<file path="config.mk">
export PLATFORM = sky130hd
export DESIGN_NAME = icache_unit_flat
export DESIGN_NICKNAME = d
export VERILOG_FILES = /design/src/rtl/icache_unit_if.sv /design/src/rtl/icache_unit.sv /design/src/flat_wrapper.sv
export SDC_FILE = /design/constraint.sdc
export NUM_CORES = 2
export LEC_CHECK = 0
export CORE_MARGIN = 2
export CORE_UTILIZATION = 50
export DETAILED_ROUTE_END_ITERATION = 7
export DONT_BUFFER_PORTS = 1
export SYNTH_ARGS = -nofsm -noshare
export SYNTH_HDL_FRONTEND = slang
export SYNTH_SLANG_ARGS = --single-unit
</file>
<file path="constraint.sdc">
create_clock -name clk_in -period 4.4 [get_ports clk_in]
set_input_delay 0.66 -clock clk_in [delete_from_list [all_inputs] [get_ports clk_in]]
set_output_delay 0.66 -clock clk_in [all_outputs]
set_load 0.005 [all_outputs]
</file>
<file path="src/rtl/icache_unit_if.sv">
// Fetch-side and memory-side handshake bundle for icache_unit.
// slave = cache view, master = fetcher/memory view.
interface icache_unit_if;
    logic        query_en;
    logic [31:0] query_pc;
    logic        data_en;
    logic [31:0] addr_confirm;
    logic [31:0] data;
    logic        flush_signal;
    logic        mem_req_en;
    logic [31:0] mem_req_addr;
    logic        mem_data_en;
    logic [31:0] mem_data;

    modport slave (
        input  query_en, query_pc, flush_signal, mem_data_en, mem_data,
        output data_en, addr_confirm, data, mem_req_en, mem_req_addr
    );

    modport master (
        output query_en, query_pc, flush_signal, mem_data_en, mem_data,
        input  data_en, addr_confirm, data, mem_req_en, mem_req_addr
    );
endinterface

</file>
<file path="src/rtl/icache_unit.sv">
// Direct-mapped one-word-per-line instruction cache with flush-aware miss handling.
// Optional hit/miss performance counters enabled by defining ICACHE_PERF_CNT_EN.
module icache_unit #(
    parameter int unsigned INDEX_WIDTH = 6
) (
    input  logic          clk_in,
    input  logic          rst_in,
    input  logic          rdy_in,
    icache_unit_if.slave  bus
`ifdef ICACHE_PERF_CNT_EN
    ,
    output logic [31:0]   hit_count,
    output logic [31:0]   miss_count
`endif
);

    localparam int unsigned LINES = 1 << INDEX_WIDTH;
    localparam int unsigned TAG_W = 32 - INDEX_WIDTH - 2;

    typedef enum logic [1:0] {
        IDLE      = 2'd0,
        RESPOND   = 2'd1,
        MISS_WAIT = 2'd2,
        DRAIN     = 2'd3
    } state_t;

    state_t                   state_q, state_n;
    logic [LINES-1:0]         valid_q;
    logic [TAG_W-1:0]         tag_q  [LINES];
    logic [31:0]              word_q [LINES];

    logic                     data_en_q, data_en_n;
    logic [31:0]              data_q, data_n;
    logic [31:0]              addr_q, addr_n;
    logic                     mreq_q, mreq_n;
    logic [31:0]              maddr_q, maddr_n;
    logic [31:0]              pc_q, pc_n;

    logic [INDEX_WIDTH-1:0]   q_idx, f_idx;
    logic [TAG_W-1:0]         q_tag, f_tag;
    logic                     hit_c, fill_c, hit_inc_c, miss_inc_c;

    assign q_idx = bus.query_pc[INDEX_WIDTH+1:2];
    assign q_tag = bus.query_pc[31:INDEX_WIDTH+2];
    assign f_idx = pc_q[INDEX_WIDTH+1:2];
    assign f_tag = pc_q[31:INDEX_WIDTH+2];
    assign hit_c = valid_q[q_idx] && (tag_q[q_idx] == q_tag);

    // Next-state and registered-output logic; flush outranks a new query.
    always_comb begin
        state_n    = state_q;
        data_en_n  = 1'b0;
        data_n     = data_q;
        addr_n     = addr_q;
        mreq_n     = mreq_q;
        maddr_n    = maddr_q;
        pc_n       = pc_q;
        fill_c     = 1'b0;
        hit_inc_c  = 1'b0;
        miss_inc_c = 1'b0;
        case (state_q)
            IDLE: begin
                if (bus.flush_signal) begin
                    state_n = IDLE;
                end else if (bus.query_en) begin
                    if (hit_c) begin
                        data_en_n = 1'b1;
                        data_n    = word_q[q_idx];
                        addr_n    = bus.query_pc;
                        hit_inc_c = 1'b1;
                        state_n   = RESPOND;
                    end else begin
                        mreq_n     = 1'b1;
                        maddr_n    = {bus.query_pc[31:2], 2'b00};
                        pc_n       = bus.query_pc;
                        miss_inc_c = 1'b1;
                        state_n    = MISS_WAIT;
                    end
                end
            end
            RESPOND: begin
                state_n = IDLE;
            end
            MISS_WAIT: begin
                if (bus.mem_data_en) begin
                    fill_c = 1'b1;
                    mreq_n = 1'b0;
                    if (bus.flush_signal) begin
                        state_n = IDLE;
                    end else begin
                        data_en_n = 1'b1;
                        data_n    = bus.mem_data;
                        addr_n    = pc_q;
                        state_n   = RESPOND;
                    end
                end else if (bus.flush_signal) begin
                    state_n = DRAIN;
                end
            end
            DRAIN: begin
                if (bus.mem_data_en) begin
                    fill_c  = 1'b1;
                    mreq_n  = 1'b0;
                    state_n = IDLE;
                end
            end
            default: state_n = IDLE;
        endcase
    end

    // Control and output registers; rdy_in low freezes everything.
    always_ff @(posedge clk_in or negedge rst_in) begin
        if (!rst_in) begin
            state_q   <= IDLE;
            valid_q   <= '0;
            data_en_q <= 1'b0;
            data_q    <= '0;
            addr_q    <= '0;
            mreq_q    <= 1'b0;
            maddr_q   <= '0;
            pc_q      <= '0;
        end else if (rdy_in) begin
            state_q   <= state_n;
            data_en_q <= data_en_n;
            data_q    <= data_n;
            addr_q    <= addr_n;
            mreq_q    <= mreq_n;
            maddr_q   <= maddr_n;
            pc_q      <= pc_n;
            if (fill_c) valid_q[f_idx] <= 1'b1;
        end
    end

    // Tag/data storage needs no reset: valid bits gate every lookup.
    always_ff @(posedge clk_in) begin
        if (rdy_in && fill_c) begin
            tag_q[f_idx]  <= f_tag;
            word_q[f_idx] <= bus.mem_data;
        end
    end

    assign bus.data_en      = data_en_q;
    assign bus.data         = data_q;
    assign bus.addr_confirm = addr_q;
    assign bus.mem_req_en   = mreq_q;
    assign bus.mem_req_addr = maddr_q;

`ifdef ICACHE_PERF_CNT_EN
    always_ff @(posedge clk_in or negedge rst_in) begin
        if (!rst_in) begin
            hit_count  <= '0;
            miss_count <= '0;
        end else if (rdy_in) begin
            if (hit_inc_c)  hit_count  <= hit_count + 32'(1);
            if (miss_inc_c) miss_count <= miss_count + 32'(1);
        end
    end
`else
    logic unused_perf_c;
    assign unused_perf_c = hit_inc_c ^ miss_inc_c;
`endif

endmodule

</file>
<file path="src/flat_wrapper.sv">
// flat-port wrapper written by rule: the top's interface ports become plain ports
module icache_unit_flat 
#(
    parameter int unsigned INDEX_WIDTH = 6
)
  (clk_in, rst_in, rdy_in, bus_query_en, bus_query_pc, bus_flush_signal, bus_mem_data_en, bus_mem_data, bus_data_en, bus_addr_confirm, bus_data, bus_mem_req_en, bus_mem_req_addr);
  icache_unit_if bus_i ();
  input  logic clk_in;
  input  logic rst_in;
  input  logic rdy_in;
  input wire logic [$bits(bus_i.query_en)-1:0] bus_query_en;
  input wire logic [$bits(bus_i.query_pc)-1:0] bus_query_pc;
  input wire logic [$bits(bus_i.flush_signal)-1:0] bus_flush_signal;
  input wire logic [$bits(bus_i.mem_data_en)-1:0] bus_mem_data_en;
  input wire logic [$bits(bus_i.mem_data)-1:0] bus_mem_data;
  output wire logic [$bits(bus_i.data_en)-1:0] bus_data_en;
  output wire logic [$bits(bus_i.addr_confirm)-1:0] bus_addr_confirm;
  output wire logic [$bits(bus_i.data)-1:0] bus_data;
  output wire logic [$bits(bus_i.mem_req_en)-1:0] bus_mem_req_en;
  output wire logic [$bits(bus_i.mem_req_addr)-1:0] bus_mem_req_addr;
  assign bus_i.query_en = bus_query_en;
  assign bus_i.query_pc = bus_query_pc;
  assign bus_i.flush_signal = bus_flush_signal;
  assign bus_i.mem_data_en = bus_mem_data_en;
  assign bus_i.mem_data = bus_mem_data;
  assign bus_data_en = bus_i.data_en;
  assign bus_addr_confirm = bus_i.addr_confirm;
  assign bus_data = bus_i.data;
  assign bus_mem_req_en = bus_i.mem_req_en;
  assign bus_mem_req_addr = bus_i.mem_req_addr;
  icache_unit #(.INDEX_WIDTH(INDEX_WIDTH)) u_core (.clk_in(clk_in), .rst_in(rst_in), .rdy_in(rdy_in), .bus(bus_i));
endmodule
</file>
## Yosys cells after proc, flatten, opt, wreduce, memory -nomap -nowiden

Memories as Yosys holds them, arrays and structs flattened.
Index checks and enable logic that the tools add are counted.

- Bits in registers: 194
- Memory bits (writable): 3,584
- Bits of input ports: 70
- Output and inout bits: 98
- Memories kept: 2

- Order comparisons: 3
- Equality and inequality tests: 14
- Mux-type cells: 39
- Bitwise operators: 3
- Reductions and logical operators: 12

Memories:

| name | words | width | read ports | clocked after Yosys merged registers in | write ports | RTL line | text |
|---|---|---|---|---|---|---|---|
| u_core.word_q | 64 | 32 | 1 | 0 | 1 | icache_unit.sv:30 | `logic [31:0] word_q [LINES];` |
| u_core.tag_q | 64 | 24 | 1 | 0 | 1 | icache_unit.sv:29 | `logic [TAG_W-1:0] tag_q [LINES];` |

Operators by type and width:

| operator | number |
|---|---|
| $mux W32 | 10 |
| $pmux W32 S2 | 2 |
| $or A64 B64 Y64 | 1 |
| $eq A24 B24 Y1 | 1 |
| $mux W1 | 16 |
| $lt A6 B7 Y1 const B | 2 |
| $mux W2 | 6 |
| $ne A2 B2 Y1 const B | 6 |
| $pmux W2 S4 | 1 |
| $reduce_and A7 Y1 | 1 |
| $bmux W1 S6 | 1 |
| $demux W1 S6 | 1 |
| $ge A6 B1 Y1 const B | 1 |
| $ne A3 B3 Y1 const B | 2 |
| $reduce_and A6 Y1 | 1 |
| $reduce_and A5 Y1 | 1 |
| $eq A2 B2 Y1 const B | 2 |
| $ne A2 B1 Y1 const B | 2 |
| $pmux W1 S2 | 2 |
| $reduce_and A4 Y1 | 1 |
| $reduce_bool A2 Y1 | 2 |
| $logic_and A1 B1 Y1 | 3 |
| $eq A2 B1 Y1 const B | 1 |
| $logic_not A2 Y1 | 1 |
| 3 further kinds | 4 |

## Depth between registers and ports, before layout

- Depth after elaboration: 7
- Gate-level depth with buffers: 19
- Depth with buffers taken out: 10

## Least setup slack after synthesis

Ideal clock, no wire load.

- Path kind: in2reg
- Start point: input bus_query_pc[2]
- End point: register u_core.data_q[23] (netlist: u_core.bus.data[23])
- Library setup time: 0.126 ns
- Data arrival time: 4.429 ns
- Data required time: 4.274 ns
- Path slack: -0.155 ns
- Stages on the path: 13
- Cell sequence: buf_6 -> buf_6 -> buf_4 -> buf_6 -> buf_6 -> buf_4 -> buf_6 -> buf_1 -> mux4_2 -> mux4_2 -> mux4_2 -> mux2_2 -> a221o_1

- Longest elaborated chain between the ends: 5

Ends and longest elaborated chain:

| item | RTL line | text |
|---|---|---|
| from (decl) | flat_wrapper.sv:12 | `input wire logic [$bits(bus_i.query_pc)-1:0] bus_query_pc;` |
| $mem_v2 Z64 W24 (tied with other cells) | n/a |  |
| $eq A24 B24 Y1 (tied with other cells) | icache_unit.sv:47 | `assign hit_c = valid_q[q_idx] && (tag_q[q_idx] == q_tag);` |
| $logic_and A1 B1 Y1 / $mux W32 (equally long branches) | icache_unit.sv:47, icache_unit.sv:65 |  |
| $ne A2 B1 Y1 (no source line) / $mux W32 (equally long branches) | n/a |  |
| $reduce_and A7 Y1 (no source line) / $pmux W32 S2 (equally long branches) | n/a |  |
| to (signal assigned) | icache_unit.sv:125 | `data_q <= data_n;` |
| to (decl) | icache_unit.sv:33 | `logic [31:0] data_q, data_n;` |

Several ways; a longest one is shown, not always the timed one. The select of a mux whose other input is x is not followed.
A chain may end at the register's enable or synchronous reset.

## Final worst setup path

- Start point: input bus_query_pc[4]
- End point: register u_core.data_q[25] (netlist: u_core.bus.data[25])

The elaborated chain is that of the path after synthesis.

==> metrics.txt <==
# TYPE chip_impl_metric gauge
chip_impl_metric{name="final_min_period_over_clock_period",unit="%"} 107
chip_impl_info{name="worst-setup-path-type",value="in -> reg"} 1
chip_impl_metric{name="synth_warnings",unit=""} 0
chip_impl_metric{name="synth_edf_count",unit=""} 3584
chip_impl_metric{name="detailed_place_hpwl",unit="µm"} 226000
chip_impl_metric{name="io-pin-count",unit=""} 168
chip_impl_metric{name="drt-pass1-iter-count",unit=""} 7
chip_impl_info{name="cp_slowest_cell",value="sky130_fd_sc_hd__or3b_4"} 1
chip_impl_metric{name="place_ws",unit="ns"} -2.72
chip_impl_metric{name="drtAntennaViolNets",unit=""} 0
chip_impl_metric{name="syn_inst",unit=""} 6319
chip_impl_metric{name="finalCoreUtilization",unit="%"} 57.9
chip_impl_metric{name="die_w",unit="µm"} 543
chip_impl_info{name="crit_path_frequent_cell",value="sky130_fd_sc_hd__buf_6"} 1
chip_impl_info{name="critical_path.cell_chain",value="or3b_4 -> o221ai_2 -> a31oi_2 -> a32oi_4 -> buf_6 -> nor2_1 -> a2111oi_2 -> buf_4 -> nand4_1 -> or4b_4 -> o31ai_4 -> buf_6 -> buf_12 -> buf_16 -> mux2_4"} 1
chip_impl_metric{name="placementRows",unit=""} 197
chip_impl_metric{name="detail_route.wirelength",unit="µm"} 445000
chip_impl_info{name="hold_path_startpoint",value="bus_mem_data[21]"} 1
chip_impl_metric{name="grt_overflow",unit=""} 0
chip_impl_metric{name="final_nets",unit=""} 6898
chip_impl_metric{name="fillerInstances",unit=""} 20700
chip_impl_metric{name="post_synth_num_cell_types",unit=""} 71
chip_impl_metric{name="cell_area_synth",unit="µm²"} 145000
chip_impl_metric{name="fin_skew",unit="ns"} 0.0595
chip_impl_metric{name="placement.io_buffers",unit=""} 0
chip_impl_metric{name="track_usage",unit="%"} 29.8
chip_impl_metric{name="p_comb_share",unit="%"} 7.0
chip_impl_metric{name="critPathMaxStageDelay",unit="ns"} 0.85
chip_impl_metric{name="drv_slew",unit=""} 86
chip_impl_metric{name="clkSinkCount",unit=""} 3748
chip_impl_info{name="netlist_top_cells_area",value="sky130_fd_sc_hd__edfxtp_1, sky130_fd_sc_hd__mux4_2, sky130_fd_sc_hd__dfrtp_1"} 1
chip_impl_metric{name="whs",unit="ns"} 0.0540
chip_impl_metric{name="post_drt_wl_per_cell",unit="µm"} 40.7
chip_impl_metric{name="layout.cell_area.non_filler",unit="µm²"} 167000
chip_impl_metric{name="core_area",unit="µm²"} 288000
chip_impl_metric{name="floorplan.die.height",unit="µm"} 543
chip_impl_info{name="clock-root-buffer",value="sky130_fd_sc_hd__clkbuf_16"} 1
chip_impl_metric{name="finalHoldViolations",unit=""} 0
chip_impl_info{name="worst_path_dominant_cell_family",value="simple AND/OR/NAND/NOR gates"} 1
chip_impl_info{name="synth_top_cell_by_area",value="sky130_fd_sc_hd__edfxtp_1"} 1
chip_impl_metric{name="starting_utilization_of_the_core_area",unit="%"} 50.3
chip_impl_metric{name="netSwitchingFraction",unit="%"} 23.0
chip_impl_metric{name="period_needed",unit="ns"} 4.70
chip_impl_metric{name="grt_first_pass_wirelength",unit="µm"} 599000
chip_impl_metric{name="drtIter0Drc",unit=""} 10900
chip_impl_metric{name="setup_viol_count_final",unit=""} 81
chip_impl_metric{name="post-route-worst-setup-slack",unit="ns"} -0.303
chip_impl_metric{name="synth_area_per_cell",unit="µm²"} 23.0
chip_impl_metric{name="placedInstanceArea",unit="µm²"} 153000
chip_impl_metric{name="pin_count_of_the_biggest_net_entering_global_routing",unit=""} 899
chip_impl_metric{name="layoutNonFillerInstCount",unit=""} 10900
chip_impl_metric{name="regArea",unit="µm²"} 112000
chip_impl_info{name="timing.critical_path.from",value="bus_query_pc[4]"} 1
chip_impl_metric{name="cts.clk_slew.worst_paths",unit="ns"} 0.06
chip_impl_info{name="run_status",value="complete, but fails checks"} 1
chip_impl_metric{name="irDropWorstVdd",unit="V"} 0.000391
chip_impl_metric{name="final_layout_size_suffix_gt1_share",unit="%"} 32.3
chip_impl_info{name="synth_top_flop_cell",value="sky130_fd_sc_hd__edfxtp_1"} 1
chip_impl_metric{name="maximum_achievable_frequency",unit="MHz"} 213
chip_impl_metric{name="cts_max_level",unit=""} 5
chip_impl_metric{name="arrival",unit="ns"} 5.53
chip_impl_metric{name="postSynthRegisterBits",unit=""} 3748
chip_impl_info{name="rsz0062_at_grt",value="true"} 1
chip_impl_info{name="startpoint_type",value="primary input"} 1
chip_impl_info{name="clock_tree_from_tritoncts",value="yes"} 1
chip_impl_metric{name="tns",unit="ns"} -16.36
chip_impl_metric{name="internal_power",unit="mW"} 61.6
chip_impl_metric{name="cts_inserted_buffers",unit=""} 385
chip_impl_metric{name="die_area",unit="µm²"} 294000
chip_impl_metric{name="tightest_pin_transition",unit="ns"} 1.71
chip_impl_metric{name="critPathRequiredTime",unit="ns"} 5.22
chip_impl_metric{name="first_global_vias",unit=""} 71900
chip_impl_metric{name="drv.max_cap_violation_count",unit=""} 0
chip_impl_metric{name="seq_power_share",unit="%"} 53.2
chip_impl_metric{name="switchingPower",unit="mW"} 18.4
chip_impl_metric{name="critPathBufInv",unit=""} 5
chip_impl_info{name="worstSetupEndpointType",value="register"} 1
chip_impl_metric{name="critical_path_peak_fanout",unit=""} 350
chip_impl_metric{name="clock_power_share",unit="%"} 39.7
chip_impl_info{name="worstHoldPathType",value="in -> reg"} 1
chip_impl_metric{name="place_congestion",unit=""} 0.876
chip_impl_metric{name="total_area_of_multi_input_combinational_cells",unit="µm²"} 31800
chip_impl_info{name="violations",value="max-slew violations, negative setup slack"} 1
chip_impl_metric{name="vias",unit=""} 73800
chip_impl_metric{name="timing.slew.headroom",unit="%"} -14.2
chip_impl_metric{name="avgViaCountPerCell",unit=""} 6.75
chip_impl_metric{name="latest_clock_arrival_within_the_worst_skew_pair",unit="ns"} 0.95
chip_impl_metric{name="total_leakage_power",unit="nW"} 53.9
chip_impl_info{name="worstReg2RegStart",value="u_core.tag_q[34][20]"} 1
chip_impl_metric{name="antenna_found_initial",unit=""} 28
chip_impl_metric{name="dp.cells",unit=""} 10100
chip_impl_metric{name="totalPowerFinal",unit="mW"} 80.0
chip_impl_metric{name="cts_buffer_depth",unit=""} 4
chip_impl_metric{name="synth_top_area_share",unit="%"} 74.2
chip_impl_metric{name="async_flop_share",unit="%"} 4.38
chip_impl_metric{name="power_density",unit="nW/µm²"} 479
chip_impl_metric{name="yosysSeqAreaShare",unit="%"} 77.0
chip_impl_metric{name="remaining_drc_errors",unit=""} 0
chip_impl_metric{name="areaGrowthSynthToFinish",unit="%"} 15.1
[worst reg2reg max path: stages, from the launching register on]
cell	delay (ns)
sky130_fd_sc_hd__edfxtp_1	0.37
sky130_fd_sc_hd__mux4_2	0.46
sky130_fd_sc_hd__mux2i_1	0.18
sky130_fd_sc_hd__o2111ai_1	0.26
sky130_fd_sc_hd__a32oi_4	0.40
sky130_fd_sc_hd__buf_6	0.16
sky130_fd_sc_hd__nor2_1	0.04
sky130_fd_sc_hd__a2111oi_2	0.35
sky130_fd_sc_hd__buf_4	0.17
sky130_fd_sc_hd__nand4_1	0.08
sky130_fd_sc_hd__or4b_4	0.57
sky130_fd_sc_hd__o31ai_4	0.28
sky130_fd_sc_hd__buf_6	0.17
sky130_fd_sc_hd__buf_12	0.16
sky130_fd_sc_hd__buf_16	0.22
sky130_fd_sc_hd__mux2_4	0.40
[power groups by stage]
stage | combinational, mW | clock (mW) | sequential, mW
final | 5.62 | 31.8 | 42.6
after floorplan | 3.04 | 0 | 43.0
after detailed placement | 4.88 | 0 | 43.3
after CTS | 5.38 | 32.1 | 42.6
after global placement | 4.76 | 0 | 43.2
after global routing | 5.91 | 33.4 | 42.7
[logic make-up after synthesis]
kind of cell              count (synthesis)  share of synthesized area (%)
xor gates and xnor gates                 32                          0.193
and+or+nand+nor                         436                           1.55
other                                     1                        0.00258
muxes                                  1400                           18.2
DFF                                    3748                           77.0
buffers and inverters                   386                           1.51
AOI/OAI and AO/OA                       316                           1.56
[layout make-up]
type	instances	share of cell area (%)
Sequential cell	3748	66.9
Multi-Input combinational cell	2186	19.0
Timing Repair Buffer	494	3.82
Clock buffer	509	6.24
Tap cell	3781	2.83
Clock inverter	190	1.07
Inverter	13	0.0390
Antenna cell	17	0.0255
[path summary, 6_finish.rpt]
check,endpoint,slack (ns),cells after the start
worst max-delay path,u_core.bus.data[25],-0.30,15
worst min-delay path,u_core.word_q[54][21],0.05,1
worst min register to register,u_core.valid_q[34],0.46,1
worst max register to register,u_core.bus.data[25],0.01,15
min in group asynchronous,u_core.bus.addr_confirm[19],0.32,2
max in group asynchronous,u_core.bus.data[14],2.87,2
[repair_timing]
item,in CTS,in global routing
endpoints found under the setup margin,100,100
cloned,7,9
hold endpoints to repair,2264,0
pin swaps,3,0
resized for setup,17,7
hold buffers,68,0
setup buffers,1,0
[synth_stat cells (4+ instances only)]
cell,count
sky130_fd_sc_hd__or3_1,9
sky130_fd_sc_hd__or2_2,66
sky130_fd_sc_hd__clkbuf_1,125
sky130_fd_sc_hd__dfrtp_1,164
sky130_fd_sc_hd__nor2b_1,27
sky130_fd_sc_hd__a221oi_1,7
sky130_fd_sc_hd__edfxtp_1,3584
sky130_fd_sc_hd__o221ai_1,4
sky130_fd_sc_hd__mux4_2,952
sky130_fd_sc_hd__inv_1,10
sky130_fd_sc_hd__o21ai_0,22
sky130_fd_sc_hd__mux2i_1,282
sky130_fd_sc_hd__a31oi_1,39
sky130_fd_sc_hd__buf_1,29
sky130_fd_sc_hd__a22oi_1,93
sky130_fd_sc_hd__nor4_1,7
sky130_fd_sc_hd__o31ai_1,4
sky130_fd_sc_hd__nand3b_1,5
sky130_fd_sc_hd__buf_12,5
sky130_fd_sc_hd__nand2_1,67
sky130_fd_sc_hd__o32ai_1,7
sky130_fd_sc_hd__buf_6,31
sky130_fd_sc_hd__a22o_1,4
sky130_fd_sc_hd__and2_1,8
sky130_fd_sc_hd__a21o_1,4
sky130_fd_sc_hd__buf_4,66
sky130_fd_sc_hd__mux2_2,97
sky130_fd_sc_hd__a32oi_1,8
sky130_fd_sc_hd__xnor2_1,14
sky130_fd_sc_hd__nand4_1,19
sky130_fd_sc_hd__xor2_1,18
sky130_fd_sc_hd__a211oi_1,13
sky130_fd_sc_hd__nor3_1,25
sky130_fd_sc_hd__a221o_1,6
sky130_fd_sc_hd__nor2_1,105
sky130_fd_sc_hd__a41oi_1,4
sky130_fd_sc_hd__mux2_4,66
sky130_fd_sc_hd__o22ai_1,56
sky130_fd_sc_hd__a2111oi_0,7
sky130_fd_sc_hd__nand2b_1,14
sky130_fd_sc_hd__a21oi_1,14
sky130_fd_sc_hd__nand3_1,50
sky130_fd_sc_hd__and3_1,15
sky130_fd_sc_hd__o211ai_1,9
sky130_fd_sc_hd__buf_2,114
[state kept, by name, indices dropped and copies added (netlist names), 2 cells and up]
| signal | cells |
|---|---|
| u_core.valid_q | 64 |
| u_core.word_q | 2048 |
| u_core.tag_q | 1536 |
| u_core.bus.addr_confirm | 32 |
| u_core.pc_q | 31 |
| u_core.state_q | 2 |
| u_core.bus.data | 32 |
[cells in the final DEF (no fill, tap or decap), types with 13 or more instances in the layout]
| cell | netlist | routed |
|---|---|---|
| sky130_fd_sc_hd__nand2_1 | 67 | 67 |
| sky130_fd_sc_hd__nor3_1 | 25 | 25 |
| sky130_fd_sc_hd__mux2_2 | 97 | 97 |
| sky130_fd_sc_hd__and3_1 | 15 | 15 |
| sky130_fd_sc_hd__xnor2_1 | 14 | 14 |
| sky130_fd_sc_hd__a31oi_1 | 39 | 38 |
| sky130_fd_sc_hd__nor2_1 | 105 | 41 |
| sky130_fd_sc_hd__clkbuf_16 | 0 | 398 |
| sky130_fd_sc_hd__or2_2 | 66 | 66 |
| sky130_fd_sc_hd__diode_2 | 0 | 17 |
| sky130_fd_sc_hd__mux2i_1 | 282 | 281 |
| sky130_fd_sc_hd__clkbuf_1 | 125 | 96 |
| sky130_fd_sc_hd__dlygate4sd3_1 | 0 | 35 |
| sky130_fd_sc_hd__a21oi_1 | 14 | 14 |
| sky130_fd_sc_hd__xor2_1 | 18 | 18 |
| sky130_fd_sc_hd__buf_4 | 66 | 283 |
| sky130_fd_sc_hd__buf_12 | 5 | 123 |
| sky130_fd_sc_hd__edfxtp_1 | 3584 | 3584 |
| sky130_fd_sc_hd__buf_16 | 0 | 35 |
| sky130_fd_sc_hd__nor2b_1 | 27 | 27 |
| sky130_fd_sc_hd__dfrtp_2 | 0 | 24 |
| sky130_fd_sc_hd__clkinv_2 | 0 | 86 |
| sky130_fd_sc_hd__dfrtp_1 | 164 | 140 |
| sky130_fd_sc_hd__mux2_4 | 66 | 66 |
| sky130_fd_sc_hd__nor2_4 | 0 | 64 |
| sky130_fd_sc_hd__a211oi_1 | 13 | 13 |
| sky130_fd_sc_hd__mux4_2 | 952 | 952 |
| sky130_fd_sc_hd__a22oi_1 | 93 | 92 |
| sky130_fd_sc_hd__nand3_1 | 50 | 49 |
| sky130_fd_sc_hd__nand2b_1 | 14 | 13 |
| sky130_fd_sc_hd__clkinv_1 | 0 | 50 |
| sky130_fd_sc_hd__clkbuf_8 | 0 | 24 |
| sky130_fd_sc_hd__nand4_1 | 19 | 19 |
| sky130_fd_sc_hd__o21ai_0 | 22 | 22 |
| sky130_fd_sc_hd__bufinv_16 | 0 | 22 |
| sky130_fd_sc_hd__o22ai_1 | 56 | 56 |
[metal layers]
| metal | global-route usage [%] | wire, µm | vias to the layer above |
|---|---|---|---|
| met1 | 42.8 | 173000 | 40700 |
| met5 | 0 | 41 | - |
| li1 | - | - | 27900 |
| met2 | 46.9 | 211000 | 4457 |
| met3 | 4.56 | 42200 | 785 |
| met4 | 11.1 | 18600 | 6 |
Power figures use the tool's default switching activity.
